`src/rtl/cpu_pkg.sv`:
```
// Shared types for the CPU program loader: word type, loader FSM states, IMEM address helper.
package cpu_pkg;

  localparam int WORD_W = 32;

  typedef logic [WORD_W-1:0] instr_t;

  typedef enum logic [2:0] {
    ST_IDLE,
    ST_LOAD,
    ST_CHECK,
    ST_RUN,
    ST_HALTED,
    ST_ERROR
  } loader_state_t;

  // Byte address of word idx; wraps modulo 2^32 by construction.
  function automatic logic [31:0] word_addr(input logic [31:0] base, input logic [31:0] idx);
    return base + (idx << 2);
  endfunction

endpackage

```
`src/rtl/imem_stream_loader_xor_acc.sv`:
```
// Running 32-bit XOR accumulator used to verify the program checksum word.
module loader_xor_acc
  import cpu_pkg::*;
(
  input  logic   clk,
  input  logic   rst_n,
  input  logic   i_clear,
  input  logic   i_en,
  input  instr_t i_data,
  output instr_t o_acc
);

  instr_t r_acc;

  always_ff @(posedge clk or negedge rst_n) begin
    if (!rst_n)       r_acc <= '0;
    else if (i_clear) r_acc <= '0;
    else if (i_en)    r_acc <= r_acc ^ i_data;
  end

  assign o_acc = r_acc;

endmodule

```
`src/rtl/imem_stream_loader.sv`:
```
// Streams instruction words into IMEM, holds the CPU in reset while loading, then releases it.
// Optional checksum trailer word enabled by defining LOADER_CHECKSUM_EN.
module imem_stream_loader
  import cpu_pkg::*;
#(
  parameter int          DEPTH_WORDS = 1024,
  parameter logic [31:0] BASE_ADDR   = 32'h0000_0000,
  parameter int          CNT_W       = $clog2(DEPTH_WORDS + 1)
) (
  input  logic             clk,
  input  logic             rst,
  input  logic             start,
  input  logic             in_valid,
  output logic             in_ready,
  input  instr_t           in_data,
  input  logic             in_last,
  output logic             imem_we,
  output logic [31:0]      imem_addr,
  output instr_t           imem_wdata,
  output logic             cpu_rst_n,
  input  logic             halt,
  output logic             busy,
  output logic             error,
  output logic [CNT_W-1:0] word_count
);

  loader_state_t    r_state;
  logic             r_in_ready;
  logic             r_imem_we;
  logic [31:0]      r_imem_addr;
  instr_t           r_imem_wdata;
  logic             r_cpu_rst_n;
  logic             r_busy;
  logic             r_error;
  logic [CNT_W-1:0] r_word_count;

  logic w_accept, w_is_chk, w_full, w_write, w_overflow, w_start_ok, w_chk_fail;

  assign w_accept   = (r_state == ST_LOAD) && in_valid && r_in_ready;
  assign w_full     = (r_word_count == CNT_W'(DEPTH_WORDS));
  assign w_write    = w_accept && !w_is_chk && !w_full;
  assign w_overflow = w_accept && !w_is_chk && w_full;
  assign w_start_ok = start && ((r_state == ST_IDLE) || (r_state == ST_HALTED) ||
                                (r_state == ST_ERROR));

`ifdef LOADER_CHECKSUM_EN
  instr_t r_expected;
  instr_t w_acc;

  // The in_last beat carries the expected checksum rather than program data.
  assign w_is_chk   = in_last;
  assign w_chk_fail = (w_acc != r_expected);

  loader_xor_acc u_xor_acc (
    .clk     (clk),
    .rst_n   (rst),
    .i_clear (w_start_ok),
    .i_en    (w_write),
    .i_data  (in_data),
    .o_acc   (w_acc)
  );

  always_ff @(posedge clk or negedge rst) begin
    if (!rst)                     r_expected <= '0;
    else if (w_accept && in_last) r_expected <= in_data;
  end
`else
  assign w_is_chk   = 1'b0;
  assign w_chk_fail = 1'b0;
`endif

  // NOTE: sequential state uses non-blocking assignments so every register samples
  // pre-edge values regardless of statement order.
  always_ff @(posedge clk or negedge rst) begin
    if (!rst) begin
      r_state      <= ST_IDLE;
      r_in_ready   <= 1'b0;
      r_imem_we    <= 1'b0;
      r_imem_addr  <= '0;
      r_imem_wdata <= '0;
      r_cpu_rst_n  <= 1'b0;
      r_busy       <= 1'b0;
      r_error      <= 1'b0;
      r_word_count <= '0;
    end else begin
      r_imem_we <= w_write;
      if (w_write) begin
        r_imem_addr  <= word_addr(BASE_ADDR, 32'(r_word_count));
        r_imem_wdata <= in_data;
        r_word_count <= r_word_count + 1'b1;
      end

      unique case (r_state)
        ST_IDLE, ST_HALTED, ST_ERROR: begin
          if (w_start_ok) begin
            r_state      <= ST_LOAD;
            r_in_ready   <= 1'b1;
            r_busy       <= 1'b1;
            r_error      <= 1'b0;
            r_word_count <= '0;
          end
        end
        ST_LOAD: begin
          if (w_overflow) begin
            r_state    <= ST_ERROR;
            r_in_ready <= 1'b0;
            r_busy     <= 1'b0;
            r_error    <= 1'b1;
          end else if (w_accept && in_last) begin
            r_state    <= ST_CHECK;
            r_in_ready <= 1'b0;
          end
        end
        ST_CHECK: begin
          r_busy <= 1'b0;
          if (w_chk_fail) begin
            r_state <= ST_ERROR;
            r_error <= 1'b1;
          end else begin
            r_state     <= ST_RUN;
            r_cpu_rst_n <= 1'b1;
          end
        end
        ST_RUN: begin
          if (halt) begin
            r_state     <= ST_HALTED;
            r_cpu_rst_n <= 1'b0;
          end
        end
        default: r_state <= ST_IDLE;
      endcase
    end
  end

  assign in_ready   = r_in_ready;
  assign imem_we    = r_imem_we;
  assign imem_addr  = r_imem_addr;
  assign imem_wdata = r_imem_wdata;
  assign cpu_rst_n  = r_cpu_rst_n;
  assign busy       = r_busy;
  assign error      = r_error;
  assign word_count = r_word_count;

endmodule

```
`config.mk`:
```
export PLATFORM = sky130hd
export DESIGN_NAME = imem_stream_loader
export DESIGN_NICKNAME = d
export VERILOG_FILES = /design/src/rtl/cpu_pkg.sv /design/src/rtl/imem_stream_loader_xor_acc.sv /design/src/rtl/imem_stream_loader.sv
export SDC_FILE = /design/constraint.sdc
export NUM_CORES = 1
export LEC_CHECK = 0
export ABC_AREA = 1
export ABC_CLOCK_PERIOD_IN_PS = 3600
export CELL_PAD_IN_SITES_DETAIL_PLACEMENT = 1
export CELL_PAD_IN_SITES_GLOBAL_PLACEMENT = 1
export CORE_MARGIN = 2
export CORE_UTILIZATION = 33
export DETAILED_ROUTE_END_ITERATION = 10
export PLACE_DENSITY_LB_ADDON = 0.1
export SETUP_SLACK_MARGIN = 0.4
export SYNTH_ARGS = -nofsm -noshare
export SYNTH_HDL_FRONTEND = slang
export SYNTH_HIERARCHICAL = 1
export SYNTH_SLANG_ARGS = --single-unit
```
`constraint.sdc`:
```
create_clock -name clk -period 3.6 [get_ports clk]
set_input_delay 0.36 -clock clk [delete_from_list [all_inputs] [get_ports clk]]
set_output_delay 0.36 -clock clk [all_outputs]
set_load 0.01 [all_outputs]
```
# Word-level counts from Yosys, hierarchy flattened
# Index checks and enable logic that the tools add are counted.
[op_classes]
n_addsub = 1
n_eq_ne = 10
mux = 19
n_reduce_logical = 19
[op_table]
columns = ["cell", "n"]
rows = [
  ["2-to-1 mux 11 bit", 3],
  ["2-to-1 mux 3 bit", 4],
  ["case mux 3 bit (4 select lines)", 1],
  ["AND reduction 3 bit", 4],
  ["adder 11 x 1 -> 11 bit (second input constant)", 1],
  ["equality test 11 bit (second input constant)", 1],
  ["2-to-1 mux 1 bit", 7],
  ["equality test 3 x 2 -> 1 bit (second input constant)", 2],
  ["equality test 3 bit (second input constant)", 2],
  ["logical AND 1 bit", 6],
  ["!= test 2 bit (second input constant)", 3],
  ["case mux 1 bit (2 select lines)", 3],
  ["nonzero test 2 bit", 2],
  ["equality test 3 x 1 -> 1 bit (second input constant)", 1],
  ["zero test 3 bit", 1],
  ["!= test 3 x 2 -> 1 bit (second input constant)", 1],
  ["case mux 1 bit (3 select lines)", 1],
  ["nonzero test 3 bit", 1],
  ["OR reduction 3 bit", 1],
  ["logical OR 1 bit", 2],
  ["AND reduction 2 bit", 1],
  ["zero test 1 bit", 1],
]
[totals]
ff_bits = 62
out_inout_bits = 80
word_cells = 58

# Logic depth before layout (Yosys ltp)
# Gate-level depths: netlist (run 1).
[logic_depth]
word_depth = 7
ltp_mapped = 10
depth_no_buf = 10

# Least setup slack after synthesis (run 1)
# OpenSTA, ideal clock, no wires.
[synth_path]
path_type = "reg-to-reg"
from = "reg r_word_count[0], in the netlist word_count[0]"
to = "reg r_word_count[6], in the netlist word_count[6]"
t_arrival_ns = 1.417
required_ns = 3.478
setup_slack_ns = 2.061
stages_incl_launch_ff = 11
n_path_buf = 2
synth_period_minus_slack_ns = 1.539
cell_sequence = "dfrtp_1 inv_1 ha_1 nand2_1 nor2_2 nand2_1 nand2_2 buf_6 buf_6 nor3_1 nor2_1"
[synth_between]
elab_chain_cells = 6
word_cells_on_any_way = 7
classes_between = "add/sub (1); eq/ne (1); mux (3); reduce/logical (2)"
[synth_rtl]
columns = ["element", "line_no", "text"]
rows = [
  ["from (decl)", "imem_stream_loader.sv:35", "logic [CNT_W-1:0] r_word_count;"],
  ["from (signal assigned)", "imem_stream_loader.sv:90", "r_word_count <= r_word_count + 1'b1;"],
  ["parallel branches: the longest is 3 deep, another holds adder 11 x 1 -> 11 bit", "-", ""],
  ["2-to-1 mux 11 bit (*)", "imem_stream_loader.sv:87", "if (w_write) begin"],
  ["2-to-1 mux 11 bit", "imem_stream_loader.sv:95", "if (w_start_ok) begin"],
  ["2-to-1 mux 11 bit (*)", "imem_stream_loader.sv:93", "unique case (r_state)"],
]
# Mark *: on every way between the ends.
# A chain may end at the register's enable or synchronous reset.

# Worst setup path after layout (run 1)
[layout_path]
from = "reg r_word_count[0], in the netlist word_count[0]"
to = "reg r_word_count[10], in the netlist word_count[10]"
# The elaborated chain is that of the path after synthesis.

==> results of run 1 <==
Yosys cell counts, drive strengths merged:
cell / count
nand2: 171
nor2: 13
a21oi: 11
nor3: 5
nand3b: 1
o21ai: 14
inv: 21
nand3: 10
xor2: 4
conb: 1
dfrtp: 62
nand4: 2
buf: 32
ha: 2
sequential cells by signal, summed over array words and instances, names as in the netlist:
name,flops
imem_we,1
imem_wdata,32
in_ready,1
word_count,11
cpu_rst_n,1
imem_addr,11
r_state,3
busy,1
error,1
worst max-delay path: stages (launching register included):
cell     delay (ns)
dfrtp_1        0.51
inv_1          0.10
ha_1           0.20
nand2_1        0.08
nor2_2         0.05
nand2_1        0.06
nand2_2        0.06
inv_2          0.54
o21ai_0        0.22
a21oi_1        0.17
per-stage QoR:
stage	power (W)	utilization, %	hold slack (ns)	instances	cell area (µm²)
after CTS	0.00277	47.8	0.124	555	3970
final	0.00272	47.8	0.101	555	3970
after global routing	0.00292	47.8	0.139	555	3970
after global placement	0.00217	45.7	0.455	540	3790
after detailed placement	0.00220	45.7	0.469	540	3790
after floorplan	0.00162	-	0.0644	369	2930
power by group through the flow:
stage                     clock network, W  registers (W)  logic, W
after floorplan                          0        0.00115  0.000473
after global placement                   0        0.00107   0.00110
after detailed placement                 0        0.00107   0.00113
after CTS                         0.000573        0.00106   0.00113
after global routing              0.000601        0.00109   0.00123
final                             0.000555        0.00106   0.00111
cell type report:
| class | count | area, µm² | area share [%] |
|---|---|---|---|
| timing repair buffer | 98 | 971 | 24.5 |
| inverter | 21 | 78.8 | 1.99 |
| multi-input combinational | 254 | 1060 | 26.8 |
| clock inverter | 3 | 20.0 | 0.504 |
| tap | 105 | 131 | 3.31 |
| clock buffer | 12 | 155 | 3.91 |
| sequential | 62 | 1550 | 39.1 |
cell families (layout without fill, tap and decap cells):
group	Yosys count	count (layout)
compound gates	25	25
xor+xnor	4	4
fa+ha+maj	2	2
buf+inv	53	134
flops	62	62
other cells	1	21
simple gates	202	202
per-layer routing:
metal | global-route usage, % | wire, µm | up-vias
met5 | 0 | 0 | -
met4 | 6.50 | 90 | 0
met3 | 3.54 | 353 | 7
met2 | 28.0 | 3740 | 64
met1 | 21.9 | 3520 | 1211
li1 | - | - | 1222
cells in the final DEF (no fill, tap or decap):
cell,n
conb_1,21
clkbuf_8,11
nand3_1,10
inv_1,18
nor2_2,2
ha_1,2
o21ai_1,1
nor2_1,11
inv_2,3
a21oi_1,11
buf_2,1
o21ai_0,13
nand3b_1,1
clkbuf_1,1
nand4_1,2
nand2_1,170
nor3_2,1
buf_4,2
clkinvlp_4,2
clkinv_2,1
dfrtp_1,62
nand2_2,1
nor3_1,4
clkdlybuf4s50_1,95
xor2_1,4
worst max-delay path by stage:
stage	start	endpoint	slack [ns]
floorplan	word_count[0]	word_count[6]	2.06
global placement	in_valid	word_count[0]	1.46
detailed placement	in_valid	word_count[10]	1.39
CTS	word_count[0]	word_count[10]	1.50
global route	word_count[0]	word_count[10]	1.27
finish	word_count[0]	word_count[10]	1.52
==> out/summary.txt, run 1 <==
Net Sw Frac: 35.9%
Max clock buf depth: 2
cell count after synthesis: 349
peak supply drop: 256 µV
sequential-to-total area share from yosys stat: 54.4%
compound-cell area share of the yosys netlist: 4.39%
boundary pin count: 118
largest family of logic cells by synthesized area: simple AND/OR/NAND/NOR gates
first-pass GRT wire length: 12900 µm
PnR worst setup slack: 1.52 ns
Final period util: 57.7%
CP Max Fanout: 43
antenna violations before repair: 0
terminus of the critical flop-to-flop path: word_count[10]
Simple-Gate Fraction of Synth Area: 28.0%
Reg2Reg Setup Slack: 1.52 ns
final slew viol count: 0
distinct cell type count after synthesis: 21
Slew @ Worst Pin: 0.778 ns
Pre-antenna DRT Iters: 4
GRT overflow: 0
post-CTS sizing: 0
Setup Buffers After CTS: 0
clock group share of total power: 20.4%
DRC: 0
power density over the cells: 685 nW/µm²
DR WL/cell: 13.9 µm
status: finished, final reports clean
number of diodes: 0
Hold Crit Class: input pin to asynchronous set/reset pin
Synth area leaders: dfrtp_1 54%, nand2_1 22%, buf_4 6.3%
CTS clk-pin slew, worst paths: 0.07 ns
RSZ-0062 raised after global routing: false
critical path required time: 3.86 ns
#FFs+latches synth: 62
Total GRT Usage: 17.0%
Reg2Reg Depth: 9
CP endpoint kind: register
post-synthesis mux area share: 0%
H-Tree Depth: 3
Seq pwr share: 38.9%
Clock Skew: 0.00608 ns
Die Wd: 96.9 µm
cell taking the most area after synthesis: dfrtp_1
max_slew headroom: 48.2%
CTS tree: built
MaxCap Viol Count: 0
fraction of layout cells with a size suffix above 1: 5.33%
pre-CTS setup slack: 1.39 ns
XOR/XNOR share of the synthesized area: 1.23%
CP Class: register to register
Detailed Route WL: 7700 µm
Leakage: 1.93 nW
Die H: 96.9 µm
critical path startpoint category: register
ANT nets after route: 0
Int Power: 0.00174 W
cts hold-fix bufs: 0
core area: 8300 µm²
initial core utilization: 34.3%
Core Rows: 33
pin count of the biggest net entering global routing: 65
nets: 486
count of final setup violators: 0
number of global-route vias before repair: 2622
Data arrival, critical path: 2.33 ns
Min Clock Period, post-route: 2.08 ns
Clock Sink Count: 62
vias per cell: 4.51
Syn Std Cell Area: 2850 µm²
Filler Cell Count: 1010
origin of the critical flop-to-flop path: word_count[0]
CTS Buf Count: 9
Syn. warnings: 6
highest clock rate: 482 MHz
switching pwr: 0.000978 W
Final Hold Viols: 0
Fin Setup TNS: 0 ns
DR vias: 2504
DP Wirelength: 5520 µm
Synth top area share: 54.4%
Combinational Power Share: 40.7%
Post-Synth Adder-Cell Area: 0.878%
I/O Buffers: 96
area delta synth->final: 39.3%
die footprint: 9400 µm²
clock latency on the worst-skew pair: 0.33 ns
GP Congestion: 0.781
cell chosen for the clock root: clkbuf_8
syn_area_per_cell: 8.17 µm²
drt first-iter violations: 81
No activity file was read; power rests on OpenSTA's default activity.
==> inputs of run 2 (changes only) <==
--- a/config.mk
+++ b/config.mk
@@ -6,11 +6,11 @@
 export NUM_CORES = 1
 export LEC_CHECK = 0
 export ABC_AREA = 1
-export ABC_CLOCK_PERIOD_IN_PS = 3600
+export ABC_CLOCK_PERIOD_IN_PS = 1900
 export CELL_PAD_IN_SITES_DETAIL_PLACEMENT = 1
 export CELL_PAD_IN_SITES_GLOBAL_PLACEMENT = 1
 export CORE_MARGIN = 2
-export CORE_UTILIZATION = 33
+export CORE_UTILIZATION = 27
 export DETAILED_ROUTE_END_ITERATION = 10
 export PLACE_DENSITY_LB_ADDON = 0.1
 export SETUP_SLACK_MARGIN = 0.4
==> constraint.sdc (replaced) <==
create_clock -name clk -period 1.9 [get_ports clk]
set_input_delay 0.19 -clock clk [delete_from_list [all_inputs] [get_ports clk]]
set_output_delay 0.19 -clock clk [all_outputs]
set_load 0.01 [all_outputs]
==> out/summary.txt, run 2 (synthesis gave the netlist of run 1 again) <==
DR WL/cell: 14.6 µm
initial core utilization: 27.7%
pin count of the biggest net entering global routing: 63
cell chosen for the clock root: clkbuf_8
Core Rows: 37
Pre-antenna DRT Iters: 4
CP most frequent cell: nand2_4
DP Wirelength: 5420 µm
boundary pin count: 118
clock group share of total power: 22.6%
MaxCap Viol Count: 0
Largest register FFs: 32
Min Clock Period, post-route: 1.51 ns
core area: 10300 µm²
number of global-route vias before repair: 2657
vias per cell: 4.29
area delta synth->final: 65.4%
final slew viol count: 0
Hold Crit Class: input pin to asynchronous set/reset pin
die footprint: 11400 µm²
Detailed Route WL: 9080 µm
Seq pwr share: 32.1%
Die Wd: 107 µm
DR vias: 2660
Leakage: 2.32 nW
H-Tree Depth: 3
CTS Buf Count: 9
count of final setup violators: 0
peak supply drop: 499 µV
antenna violations before repair: 0
Net Sw Frac: 34.8%
Final Hold Viols: 0
Final period util: 79.7%
nets: 519
commonest non-fill, non-tap cell in the layout: nand2_1
Clock Skew: 0.00909 ns
switching pwr: 0.00217 W
CP Max Fanout: 7
CP cell instances: inv_2 > ha_4 > nand2_4 > nor2_4 > nand2_4 > nand2_8 > clkinv_8 > clkbuf_16 > nand2_2 > nand2_1
Filler Cell Count: 1196
DRC: 0
CP top delay family: simple AND/OR/NAND/NOR gates
crit path max-delay cell type: dfrtp_2
CP max stage delay: 0.42 ns
number of buffers and inverters on the critical path: 3
number of diodes: 0
CTS clk-pin slew, worst paths: 0.07 ns
Die H: 107 µm
highest clock rate: 660 MHz
CP Class: register to register
Fin Setup TNS: 0 ns
Int Power: 0.00406 W
clock latency on the worst-skew pair: 0.34 ns
GP Congestion: 0.745
ANT nets after route: 0
critical path startpoint category: register
status: finished, final reports clean
power density over the cells: 1320 nW/µm²
first-pass GRT wire length: 13000 µm
Total GRT Usage: 14.5%
drt first-iter violations: 59
Final Hold Slack: 0.379 ns
Combinational Power Share: 45.3%
GRT overflow: 0
CTS tree: built
RSZ-0062 raised after global routing: true
fin cells: 620
critical path required time: 2.13 ns
Data arrival, critical path: 1.75 ns
fraction of layout cells with a size suffix above 1: 21.5%
CP endpoint kind: register
I/O Buffers: 96
commonest cells after routing, fill and taps aside: 151 x nand2_1, 84 x clkdlybuf4s50_1, 56 x dfrtp_1, 21 x conb_1, 16 x buf_4
Clock Sink Count: 62
Max clock buf depth: 2
placed cell count: 582
run 2: worst register-to-register path, stage by stage, from the launching register on:
cell,delay [ns]
dfrtp_2,0.42
inv_2,0.09
ha_4,0.13
nand2_4,0.05
nor2_4,0.12
nand2_4,0.08
nand2_8,0.15
clkinv_8,0.10
clkbuf_16,0.18
nand2_2,0.06
nand2_1,0.05
run 2: cell type report:
cell class,count,area (µm²),area share [%]
clock buffers,10,128,2.71
clock inverters,6,110,2.34
inverters,21,91.3,1.94
multi-input cells,254,1270,27.0
flip-flops and latches,62,1560,33.1
well taps,136,170,3.61
repair buffers,129,1360,28.9
repair inverters,2,17.5,0.372
run 2: worst paths after layout:
path | slack, ns | cells after the start | to | start
worst max-delay path | 0.39 | 10 | imem_wdata[13] | word_count[0]
min in group clk | 0.39 | 3 | imem_wdata[0] | in_data[0]
worst min-delay path | 0.38 | 3 | r_state[1] | rst
worst max register to register | 0.39 | 10 | imem_wdata[13] | word_count[0]
worst min register to register | 0.48 | 2 | imem_wdata[16] | imem_wdata[16]
max in group asynchronous | 1.15 | 3 | word_count[0] | rst
run 2: power by group through the flow:
stage	Clock (W)	Sequential, W	Combinational [W]
floorplan	0	0.00218	0.000896
global placement	0	0.00200	0.00224
detailed placement	0	0.00200	0.00227
CTS	0.00145	0.00199	0.00228
global route	0.00152	0.00206	0.00310
finish	0.00141	0.00200	0.00282
run 2: what timing repair did:
action	in CTS	in global routing
hold endpoints to repair	62	0
hold buffers	1	0
setup buffers	1	11
gates cloned	0	9
endpoints found under the setup margin	54	62
pin swaps	0	15
resized for setup	17	80
run 2: metal layers:
layer	up-vias	routed length, µm	share of wire [%]	track usage [%]
li1	1291	-	-	-
met2	72	4310	48	23.1
met4	0	106	1.2	5.57
met3	8	419	4.6	2.86
met5	-	0	0	0
met1	1289	4240	47	19.6
run 2: through the flow:
| stage | util (%) | setup slack [ns] | instance area, µm² | total power [W] |
|---|---|---|---|---|
| finish | 45.9 | 0.385 | 4710 | 0.00623 |
| global route | 45.9 | 0.319 | 4710 | 0.00668 |
| CTS | 41.0 | 0.291 | 4210 | 0.00572 |
| detailed placement | 38.5 | 0.165 | 3960 | 0.00427 |
| global placement | 38.5 | 0.163 | 3960 | 0.00423 |
| floorplan | - | 0.430 | 2930 | 0.00308 |
